## src/rtl/muldiv_arb.sv

```systemverilog
// Two-requester front end for a shared multiply/divide unit: grants one request
// at a time, holds the operation stable on the unit, and returns the result to its owner.
module muldiv_arb #(
  parameter int XLEN = 64,
  parameter int NREQ = 2
) (
  input  logic                 clock,
  input  logic                 reset,
  input  logic                 flush,
  input  logic [NREQ-1:0]      req_valid,
  output logic [NREQ-1:0]      req_ready,
  input  logic [NREQ-1:0]      req_is_div,
  input  logic [2*NREQ-1:0]    req_op,
  input  logic [NREQ-1:0]      req_word,
  input  logic [NREQ*XLEN-1:0] req_in1,
  input  logic [NREQ*XLEN-1:0] req_in2,
  output logic                 fu_mul_en,
  output logic                 fu_div_en,
  output logic [1:0]           fu_op,
  output logic                 fu_word,
  output logic [XLEN-1:0]      fu_in1,
  output logic [XLEN-1:0]      fu_in2,
  output logic                 fu_kill,
  input  logic [XLEN-1:0]      fu_out,
  input  logic                 fu_out_valid,
  output logic                 fu_out_ready,
  output logic [NREQ-1:0]      rsp_valid,
  output logic [XLEN-1:0]      rsp_data,
  input  logic [NREQ-1:0]      rsp_ready
);

  typedef enum logic [1:0] {S_IDLE, S_BUSY, S_RESP} state_t;

  state_t            state;
  logic              rr_ptr;
  logic              owner;
  logic              is_div;
  logic [1:0]        op;
  logic              word;
  logic [XLEN-1:0]   in1;
  logic [XLEN-1:0]   in2;
  logic [XLEN-1:0]   result;
  logic              gnt_idx;
  logic              accept;

  // Sole valid requester wins; the round-robin pointer only breaks ties.
  always_comb begin
    gnt_idx   = (&req_valid) ? rr_ptr : req_valid[1];
    req_ready = '0;
    if (state == S_IDLE && !flush && (|req_valid))
      req_ready[gnt_idx] = 1'b1;
  end

  assign accept = |(req_valid & req_ready);

  assign fu_mul_en    = (state == S_BUSY) && !is_div && !reset;
  assign fu_div_en    = (state == S_BUSY) && is_div && !reset;
  assign fu_op        = op;
  assign fu_word      = word;
  assign fu_in1       = in1;
  assign fu_in2       = in2;
  assign fu_kill      = flush && (state == S_BUSY) && !reset;
  assign fu_out_ready = (state == S_BUSY) && !reset;
  assign rsp_data     = reset ? '0 : result;

  always_comb begin
    rsp_valid = '0;
    if (state == S_RESP && !flush && !reset)
      rsp_valid[owner] = 1'b1;
  end

  // Flush wins over every handshake in the same cycle and leaves the pointer alone.
  always_ff @(posedge clock) begin
    if (reset) begin
      state  <= S_IDLE;
      rr_ptr <= 1'b0;
      owner  <= 1'b0;
      is_div <= 1'b0;
      op     <= '0;
      word   <= 1'b0;
      in1    <= '0;
      in2    <= '0;
      result <= '0;
    end else if (flush) begin
      state  <= S_IDLE;
      result <= '0;
    end else begin
      case (state)
        S_IDLE: begin
          if (accept) begin
            owner  <= gnt_idx;
            rr_ptr <= ~gnt_idx;
            is_div <= gnt_idx ? req_is_div[1] : req_is_div[0];
            op     <= gnt_idx ? req_op[3:2] : req_op[1:0];
            word   <= gnt_idx ? req_word[1] : req_word[0];
            in1    <= gnt_idx ? req_in1[2*XLEN-1:XLEN] : req_in1[XLEN-1:0];
            in2    <= gnt_idx ? req_in2[2*XLEN-1:XLEN] : req_in2[XLEN-1:0];
            state  <= S_BUSY;
          end
        end
        S_BUSY: begin
          if (fu_out_valid) begin
            result <= fu_out;
            state  <= S_RESP;
          end
        end
        S_RESP: begin
          if (rsp_ready[owner])
            state <= S_IDLE;
        end
        default: state <= S_IDLE;
      endcase
    end
  end

endmodule

```

## config.mk

```make
export PLATFORM = sky130hd
export DESIGN_NAME = muldiv_arb
export DESIGN_NICKNAME = d
export VERILOG_FILES = /design/src/rtl/muldiv_arb.sv
export SDC_FILE = /design/constraint.sdc
export NUM_CORES = 1
export LEC_CHECK = 0
export BUFFER_PORTS_ARGS = -buffer_cell sky130_fd_sc_hd__buf_2
export CELL_PAD_IN_SITES_DETAIL_PLACEMENT = 1
export CELL_PAD_IN_SITES_GLOBAL_PLACEMENT = 1
export CORE_AREA = 2 2 209 211
export CTS_BUF_LIST = sky130_fd_sc_hd__clkbuf_4 sky130_fd_sc_hd__clkbuf_8
export DETAILED_ROUTE_END_ITERATION = 10
export DIE_AREA = 0 0 211 213
export PLACE_DENSITY = 0.57
export SLEW_MARGIN = 20
export SYNTH_ARGS = -nofsm -noshare
export SYNTH_HDL_FRONTEND = slang
export SYNTH_SLANG_ARGS = --single-unit
export TNS_END_PERCENT = 10
```

## constraint.sdc

```tcl
create_clock -name clock -period 3.35 [get_ports clock]
set_input_delay 0.335 -clock clock [delete_from_list [all_inputs] [get_ports clock]]
set_output_delay 0.335 -clock clock [all_outputs]
set_load 0.05 [all_outputs]
```

Word level (Yosys, flattened, before mapping)
Index checks and enable logic that the tools add are counted.
Storage, ports and cells
  output and inout port bits: 203
  bits in registers: 200
  bits of input ports: 336
  word-level logic and storage cells: 64
Operators by class
  multiplexer cells: 19
  $lt $le $gt $ge: 4
  bitwise operators: 3
  equal/unequal tests: 5
  reductions and logical operators: 24
Operator list (number)
  $mux 64: 3
  $logic_and 1x1->1: 13
  $mux 2: 6
  $mux 1: 7
  $pmux 2 s3: 1
  $reduce_and 3->1: 2
  $reduce_or 2->1: 3
  $lt 1x2->1 const B: 2
  $ne 2x2->1 const B: 2
  $reduce_and 2->1: 2
  $logic_not 1->1: 3
  $and 2x2->2: 1
  $demux 1 s1: 2
  $eq 2x1->1 const B: 1
  $eq 2x2->1 const B: 1
  $ge 1x1->1 const B: 2
  $logic_not 2->1: 1
  $ne 2x1->1 const B: 1
  $not 1->1: 2

Depth between registers and ports, before layout
Gate-level depths: netlist (run 1).
  depth in word-level cells: 11
  mapped depth: 7
  gate-level depth less buffers: 4

Worst setup path after synthesis (run 1)
No wires, ideal clock.
  path kind: input -> output
  start: input flush
  end: output rsp_valid[0]
  cell stages on the path: 4
  data required time: 3.015 ns
  arrival: 2.556 ns
  path slack: 0.459 ns
  path buffers: 2
  cells stage by stage: or2_2 clkbuf_1 clkbuf_1 nor4b_1
On the way
  word-level cells in the longest chain between the ends: 4
Ends and longest elaborated chain
  from (decl): RTL line 9  | input logic flush,
  $logic_not 1->1: RTL line 68  | if (state == S_RESP && !flush && !reset)
  $logic_and 1x1->1 (2 in a row): RTL line 68
  $mux 2: RTL line 68
  to (decl): RTL line 27  | output logic [NREQ-1:0] rsp_valid,
No other way between the ends.

Final worst setup path (run 1)
  start: register state[1]
  end: output req_ready[0]
On the way
  word-level cells in the longest chain between the ends: 4
Ends and longest elaborated chain
  from (decl): RTL line 34  | state_t state;
  from (signal assigned): RTL line 75  | state <= S_IDLE;
  from (signal assigned): RTL line 85  | state <= S_IDLE;
  from (signal assigned): RTL line 98  | state <= S_BUSY;
  $logic_not 2->1: RTL line 50  | if (state == S_IDLE && !flush && (|req_valid))
  $logic_and 1x1->1 (2 in a row): RTL line 50
  $mux 2: RTL line 50
  to (decl): RTL line 11  | output logic [NREQ-1:0] req_ready,
No other way between the ends.

==> reports/qor.yml, run 1 <==
status:
  status: "finished clean"
worst_setup_path:
  cp_max_fo: 19
  arrival_ns: 2.18
  critical_path_class: "flip-flop to primary output"
  regToRegSetupSlack_ns: 1.03
  r2r-end: "fu_in1[50]$_SDFFE_PP0P_"
  r2r_start: "state[1]$_SDFFE_PP0P_"
  startpoint_type: "flip-flop"
  crit_required_ns: 3.01
  cp-end-kind: "primary output"
  setup.worst_path.start: "state[1]$_SDFFE_PP0P_"
  rr_worst_depth: 6
place:
  port_buffers: 538
  dpl.hpwl_mm: 26.6
  place_congestion: 0.780
  pre_cts_ws_ns: 1.02
timing:
  clock_skew_ns: 0.0124
  worst-slew-pin-transition_ns: 0.857
  fin_tns_setup_ns: 0
  slew_headroom_pct: 42.9
  setup_viol: 0
  rsz0062_at_grt: "false"
  setup_ws_ns: 0.831
  finalHoldViolCount: 0
  period_minus_slack_ns: 2.52
  max_freq_mhz: 397
  slew_viol_final: 0
  min_period_over_period_pct: 75.2
power:
  clkPwrFrac_pct: 30.9
  p_leak_nw: 7.05
  ir_drop_v: 0.000222
  power_frac_seq_pct: 45.2
  intPower_w: 0.00387
  power.density_nw_per_um2: 426
  switchingPower_w: 0.00185
  p_comb_share_pct: 23.9
  p_sw_share_pct: 32.4
cts:
  clock_sinks: 200
  clkLatencyLatePin_ns: 0.53
  cts_tree: "built"
  path_clk_slew_ns: 0.10
  root_buffer: "clkbuf_8"
  cts_resized: 0
  clockBufferDepth: 2
  htreeDepth: 4
  cts_buffers: 17
yosys:
  ys_warn_count: 0
  ys_seq_area_share_pct: 48.8
  synth.avg_cell_area_um2: 9.32
  synthCells: 880
  yosys-top-cells-count: "dfxtp_1 (200), nand2_1 (130), a21o_1 (110), a22o_1 (110), a21oi_1 (66)"
  synth_edf_count: 0
  synth_top_area_share_pct: 48.8
  synth_fp_nets: 1216
  synth-main-ff-cell: "dfxtp_1"
  synth.distinct_cells: 34
  yosysTopAreaCell: "dfxtp_1"
  synth-async-reset-ratio_pct: 0
  synth_seq_cells: 200
  netlist_area_um2: 8200
  yosys-top-cells-area: "dfxtp_1 (49%), a22o_1 (12%), a21o_1 (10%)"
  synth.most_common_cell: "dfxtp_1"
cells_and_area:
  syn2layout_area_growth_pct: 63.9
  seq_area_um2: 4000
  finalNetCount: 1868
  multi_input_area_um2: 3770
  drive_gt1_share_pct: 38.4
  nFillCells: 5110
job:
  cap_violations: 0
drt:
  drt_drc_violations_left: 0
  dr.pass1.iters: 4
  wl_per_cell_um: 17.9
  dr.first_iter.drc_count: 339
  wl_mm: 37.4
  drt-vias-per-instance: 4.40
  vias: 9215
  ant_nets: 0
floorplan:
  design.core.area_um2: 42700
  die_h_um: 213
  row_count: 76
  start_util_pct: 19.2
  ioPinCount: 539
  die_w_um: 211
  dieArea_um2: 44900
global_routing:
  grt_max_degree: 103
  first_global_vias: 9652
  grt_remaining_overflow: 0
  grt_pass1_wl_mm: 55.1
  grt_usage_pct: 16.0
  antenna_found_initial: 7
worst_hold_path:
  hold_start: "fu_out[3]"
  whs_path_depth: 3
  min_to: "result[3]$_SDFFE_PP0P_"
  min_path_type: "primary input to flip-flop"
-- power groups by stage --
stage	combinational (W)	clock (W)	sequential [W]
finish	0.00137	0.00177	0.00259
global placement	0.00121	0	0.00264
detailed placement	0.00122	0	0.00264
floorplan	0.000371	0	0.00304
global route	0.00146	0.00194	0.00261
CTS	0.00138	0.00185	0.00259
-- critical path, cell delays in order (launching register included) --
cell and delay [ns]:
dfxtp_1 0.43, nor3_4 0.42, buf_4 0.33, and3_1 0.20, buf_2 0.28
-- sequential cells by signal, summed over array words and instances, names as in the netlist --
name     cells
state        2
fu_word      1
rr_ptr       1
result      64
fu_in1      64
owner        1
is_div       1
fu_op        2
fu_in2      64
-- layer usage --
layer  up-vias  part of all wire [%]  GRT usage [%]
met5         -                  0.10              0
met4         6                   1.9           5.39
met3        50                   8.1           6.37
met2       347                    50           28.2
met1      4393                    40           17.4
li1       4419                     -              -
-- cell families (layout without fill, tap and decap cells) --
group	Yosys count	after routing	share of synthesized area (%)
AO/OA/AOI/OAI	358	358	32.2
buffers and inverters	87	752	5.46
flip-flops	200	200	48.8
multiplexers	1	1	0.122
other	0	3	0
AND/OR/NAND/NOR	234	234	13.4
-- worst max-delay path by stage --
stage          cells past startpoint  slack (ns)                      end
4_1_cts                            4        0.76             req_ready[0]
6_report                           4        0.83             req_ready[0]
5_1_grt                            4        0.61             req_ready[0]
3_3_place_gp                       6        1.09  fu_in2[53]$_SDFFE_PP0P_
3_5_place_dp                       6        1.02  fu_in1[10]$_SDFFE_PP0P_
2_1_floorplan                      4        0.46             rsp_valid[0]
-- stage by stage --
step                instance area [um2]  util [%]  power (W)  std cells  hold slack, ns
CTS                               13400      31.5    0.00582       2091        0.000210
finish                            13400      31.5    0.00572       2094          0.0577
detailed placement                11300      26.6    0.00386       1895           0.444
global route                      13400      31.5    0.00601       2093          0.0129
floorplan                          8200         -    0.00341        880           0.432
global placement                  11300      26.6    0.00385       1895           0.437
-- placed cells by master, fill, tap and decap left out, types with 2 or more instances in the layout --
master / Yosys / layout
a21o_1: 110 / 110
nor2_1: 23 / 23
nand2_1: 130 / 130
a211o_1: 22 / 22
inv_6: 0 / 2
a21oi_1: 66 / 65
dlygate4sd3_1: 0 / 164
a22o_1: 110 / 110
nor4_1: 2 / 2
inv_1: 2 / 2
buf_2: 34 / 537
and2_1: 2 / 2
buf_4: 1 / 12
nor2b_1: 65 / 65
clkinvlp_4: 0 / 2
clkbuf_4: 0 / 2
nor3_1: 2 / 2
o21ai_0: 23 / 22
dfxtp_1: 200 / 200
a211oi_1: 22 / 22
bufinv_16: 0 / 3
diode_2: 0 / 3
clkbuf_8: 0 / 21
buf_12: 0 / 5
or2_2: 2 / 2
-- area by class of cell --
type / instances / share of cell area (%)
Clock inverter: 9 / 1.01
Tap cell: 546 / 5.08
Sequential cell: 200 / 29.8
Antenna cell: 3 / 0.0559
Inverter: 2 / 0.0559
Clock buffer: 23 / 2.26
Multi-Input combinational cell: 593 / 28.1
Timing Repair Buffer: 718 / 33.6
-- what timing repair did --
item / in CTS / in global routing
endpoints found under the hold margin: 164 / 0
buffers inserted: 0 / 0
hold buffers: 164 / 0
Note: power is estimated with default switching activity, not from simulation.
==> inputs of run 2 (changes only) <==
CORE_AREA = 2 2 207 209   (was 2 2 209 211)
DIE_AREA = 0 0 209 211   (was 0 0 211 213)
PLACE_DENSITY = 0.58   (was 0.57)
clock period = 2.6 ns   (was 3.35 ns; I/O delays follow)
==> reports/qor.yml, run 2 (synthesis gave the netlist of run 1 again) <==
drt:
  ant_nets: 0  # unchanged
  dr.pass1.iters: 6  # +2
  dr.first_iter.drc_count: 372  # +9.7%
  wl_met3_mm: 3.71  # +23%
  top_layer: "met4"
  drt_drc_violations_left: 0  # unchanged
  m1WireLength_mm: 15.8  # +6.5%
  wl_mm: 43.6  # +16%
  vias: 10017  # +8.7%
  drt-vias-per-instance: 4.45  # +1.2%
  wl_per_cell_um: 19.4  # +8.4%
  met2_length_mm: 22.6  # +20%
cells_and_area:
  layout_common_cells: "buf_2 (538), dlygate4sd3_1 (297), dfxtp_1 (198)"
  finalNetCount: 2023  # +8.3%
  nFillCells: 4994  # -2.3%
  seq_area_um2: 4010  # about the same
  layout_commonest_cell: "buf_2"
  drive_gt1_share_pct: 36.5  # -1.9 points
  multi_input_area_um2: 3820  # +1.1%
  final_cells: 2249  # +7.4%
  syn2layout_area_growth_pct: 83.5
worst_hold_path:
  min_path_type: "primary input to flip-flop"
  whs_path_depth: 4  # +1
  hold_start: "rsp_ready[0]"
  min_to: "state[1]$_SDFFE_PP0P_"
power:
  ir_drop_v: 0.000370  # +67%
  clkPwrFrac_pct: 28.4  # -2.5 points
  p_sw_share_pct: 33.8  # +1.4 points
  power.density_nw_per_um2: 502  # +18%
  power_frac_seq_pct: 44.3  # -0.9 points
  intPower_w: 0.00499  # +29%
  switchingPower_w: 0.00255  # +38%
  p_comb_share_pct: 27.3  # +3.4 points
  p_leak_nw: 7.96  # +13%
timing:
  clock_skew_ns: 0.0156  # +0.00319 ns
  slew_headroom_pct: 48.2  # +5.3 points
  max_freq_mhz: 393
  setup_viol: 0  # unchanged
  period_minus_slack_ns: 2.55
  worst-slew-pin-transition_ns: 0.777  # -0.0794 ns
  rsz0062_at_grt: "false"
  min_period_over_period_pct: 97.9
  fin_tns_setup_ns: 0  # unchanged
  setup_ws_ns: 0.0538  # -0.777 ns
  slew_viol_final: 0  # unchanged
  finalHoldViolCount: 0  # unchanged
worst_setup_path:
  startpoint_type: "primary input"
  critical_path_class: "primary input to flip-flop"
  setup.worst_path.start: "req_valid[0]"
  r2r-end: "fu_in1[53]$_SDFFE_PP0P_"
  r2r_start: "state[1]$_SDFFE_PP0P_"
  cp_common_cell: "dlygate4sd3_1"
  arrival_ns: 3.00  # +0.82 ns
  crit_chain: "dlygate4sd3_1, buf_2, clkinvlp_4, o2111a_4, buf_12, buf_4, a22o_1, a21o_1, dlygate4sd3_1"
  regToRegSetupSlack_ns: 0.16  # -0.87 ns
  cp_max_fo: 14  # -5
  crit_required_ns: 3.05  # +0.04 ns
  cp-end-kind: "flip-flop"
  crit_path_top_delay_cell: "dlygate4sd3_1"
  rr_worst_depth: 7  # +1
  max_stage_delay_ns: 0.57  # +0.14 ns
global_routing:
  grt_usage_pct: 19.3  # +3.3 points
  first_global_vias: 11105  # +15%
  grt_remaining_overflow: 0  # unchanged
  antenna_found_initial: 17  # +10
  grt_max_degree: 66  # -36%
  grt_pass1_wl_mm: 64.4  # +17%
cts:
  htreeDepth: 4  # unchanged
  cts_tree: "built"
  clockBufferDepth: 2  # unchanged
  root_buffer: "clkbuf_8"
  cts_buffers: 17  # unchanged
  clock_sinks: 200  # unchanged
  clkLatencyLatePin_ns: 0.58  # +0.05 ns
  path_clk_slew_ns: 0.10  # about the same
place:
  dpl.hpwl_mm: 29.4  # +11%
  port_buffers: 538  # unchanged
  dpl.cell_count: 1901  # +0.32%
  place_congestion: 0.805  # +3.2%
  pre_cts_ws_ns: 0.577  # -0.441 ns
floorplan:
  die_h_um: 211  # -0.94%
  die_w_um: 209  # -0.95%
  start_util_pct: 19.6  # +0.43 points
  ioPinCount: 539  # unchanged
  row_count: 75  # -1.3%
  dieArea_um2: 44100  # -1.9%
  design.core.area_um2: 41800  # -2.2%
job:
  cap_violations: 0  # unchanged
status:
  status: "finished clean"
-- run 2: cell type report --
type                       count  share of cell area (%)
antenna                       10                   0.166
timing repair buffer         871                    40.6
clock buffer                  19                    1.66
multi-input combinational    595                    25.4
sequential                   200                    26.6
tap                          539                    4.48
inverter                       2                  0.0749
clock inverter                13                   0.990
-- run 2: worst max-delay path by stage --
| stage | cells after the start | to | slack [ns] |
|---|---|---|---|
| after floorplan | 4 | owner$_SDFFE_PP0P_ | -0.05 |
| after global placement | 5 | fu_in2[55]$_SDFFE_PP0P_ | 0.59 |
| after detailed placement | 6 | fu_in1[53]$_SDFFE_PP0P_ | 0.58 |
| after CTS | 6 | fu_in1[53]$_SDFFE_PP0P_ | 0.02 |
| after global routing | 9 | fu_in1[53]$_SDFFE_PP0P_ | 0.04 |
| final | 9 | fu_in1[53]$_SDFFE_PP0P_ | 0.05 |
-- run 2: power groups by stage --
stage | registers [W] | clock network [W] | logic (W)
2_1_floorplan | 0.00391 | 0 | 0.000478
3_3_place_gp | 0.00340 | 0 | 0.00161
3_5_place_dp | 0.00341 | 0 | 0.00162
4_1_cts | 0.00334 | 0.00227 | 0.00202
5_1_grt | 0.00336 | 0.00236 | 0.00219
6_report | 0.00334 | 0.00214 | 0.00206
-- run 2: repair_timing --
| item | in CTS | in global routing |
|---|---|---|
| hold buffers | 297 | 0 |
| endpoints found under the hold margin | 187 | 0 |
| setup buffers | 0 | 7 |
| setup endpoints to repair | 0 | 99 |
| resized for setup | 0 | 6 |
-- run 2: routing by layer --
layer,vias up,track usage (%)
li1,4750,-
met1,4822,18.7
met2,374,35.3
met3,71,7.76
met4,0,9.53
met5,-,0
-- run 2: per-stage QoR --
stage | hold slack [ns] | util [%] | power [W] | area, um2
2_1_floorplan | 0.370 | - | 0.00439 | 8210
3_3_place_gp | 0.437 | 27.6 | 0.00501 | 11500
3_5_place_dp | 0.444 | 27.6 | 0.00503 | 11500
4_1_cts | 0.000507 | 35.7 | 0.00763 | 14900
5_1_grt | 0.0517 | 36.0 | 0.00791 | 15000
6_report | 0.0756 | 36.0 | 0.00754 | 15000
-- run 2: critical path, delay by kind of cell --
family	cells	cell delay, ns
buf+inv	6	1.90
compound gates	3	0.82
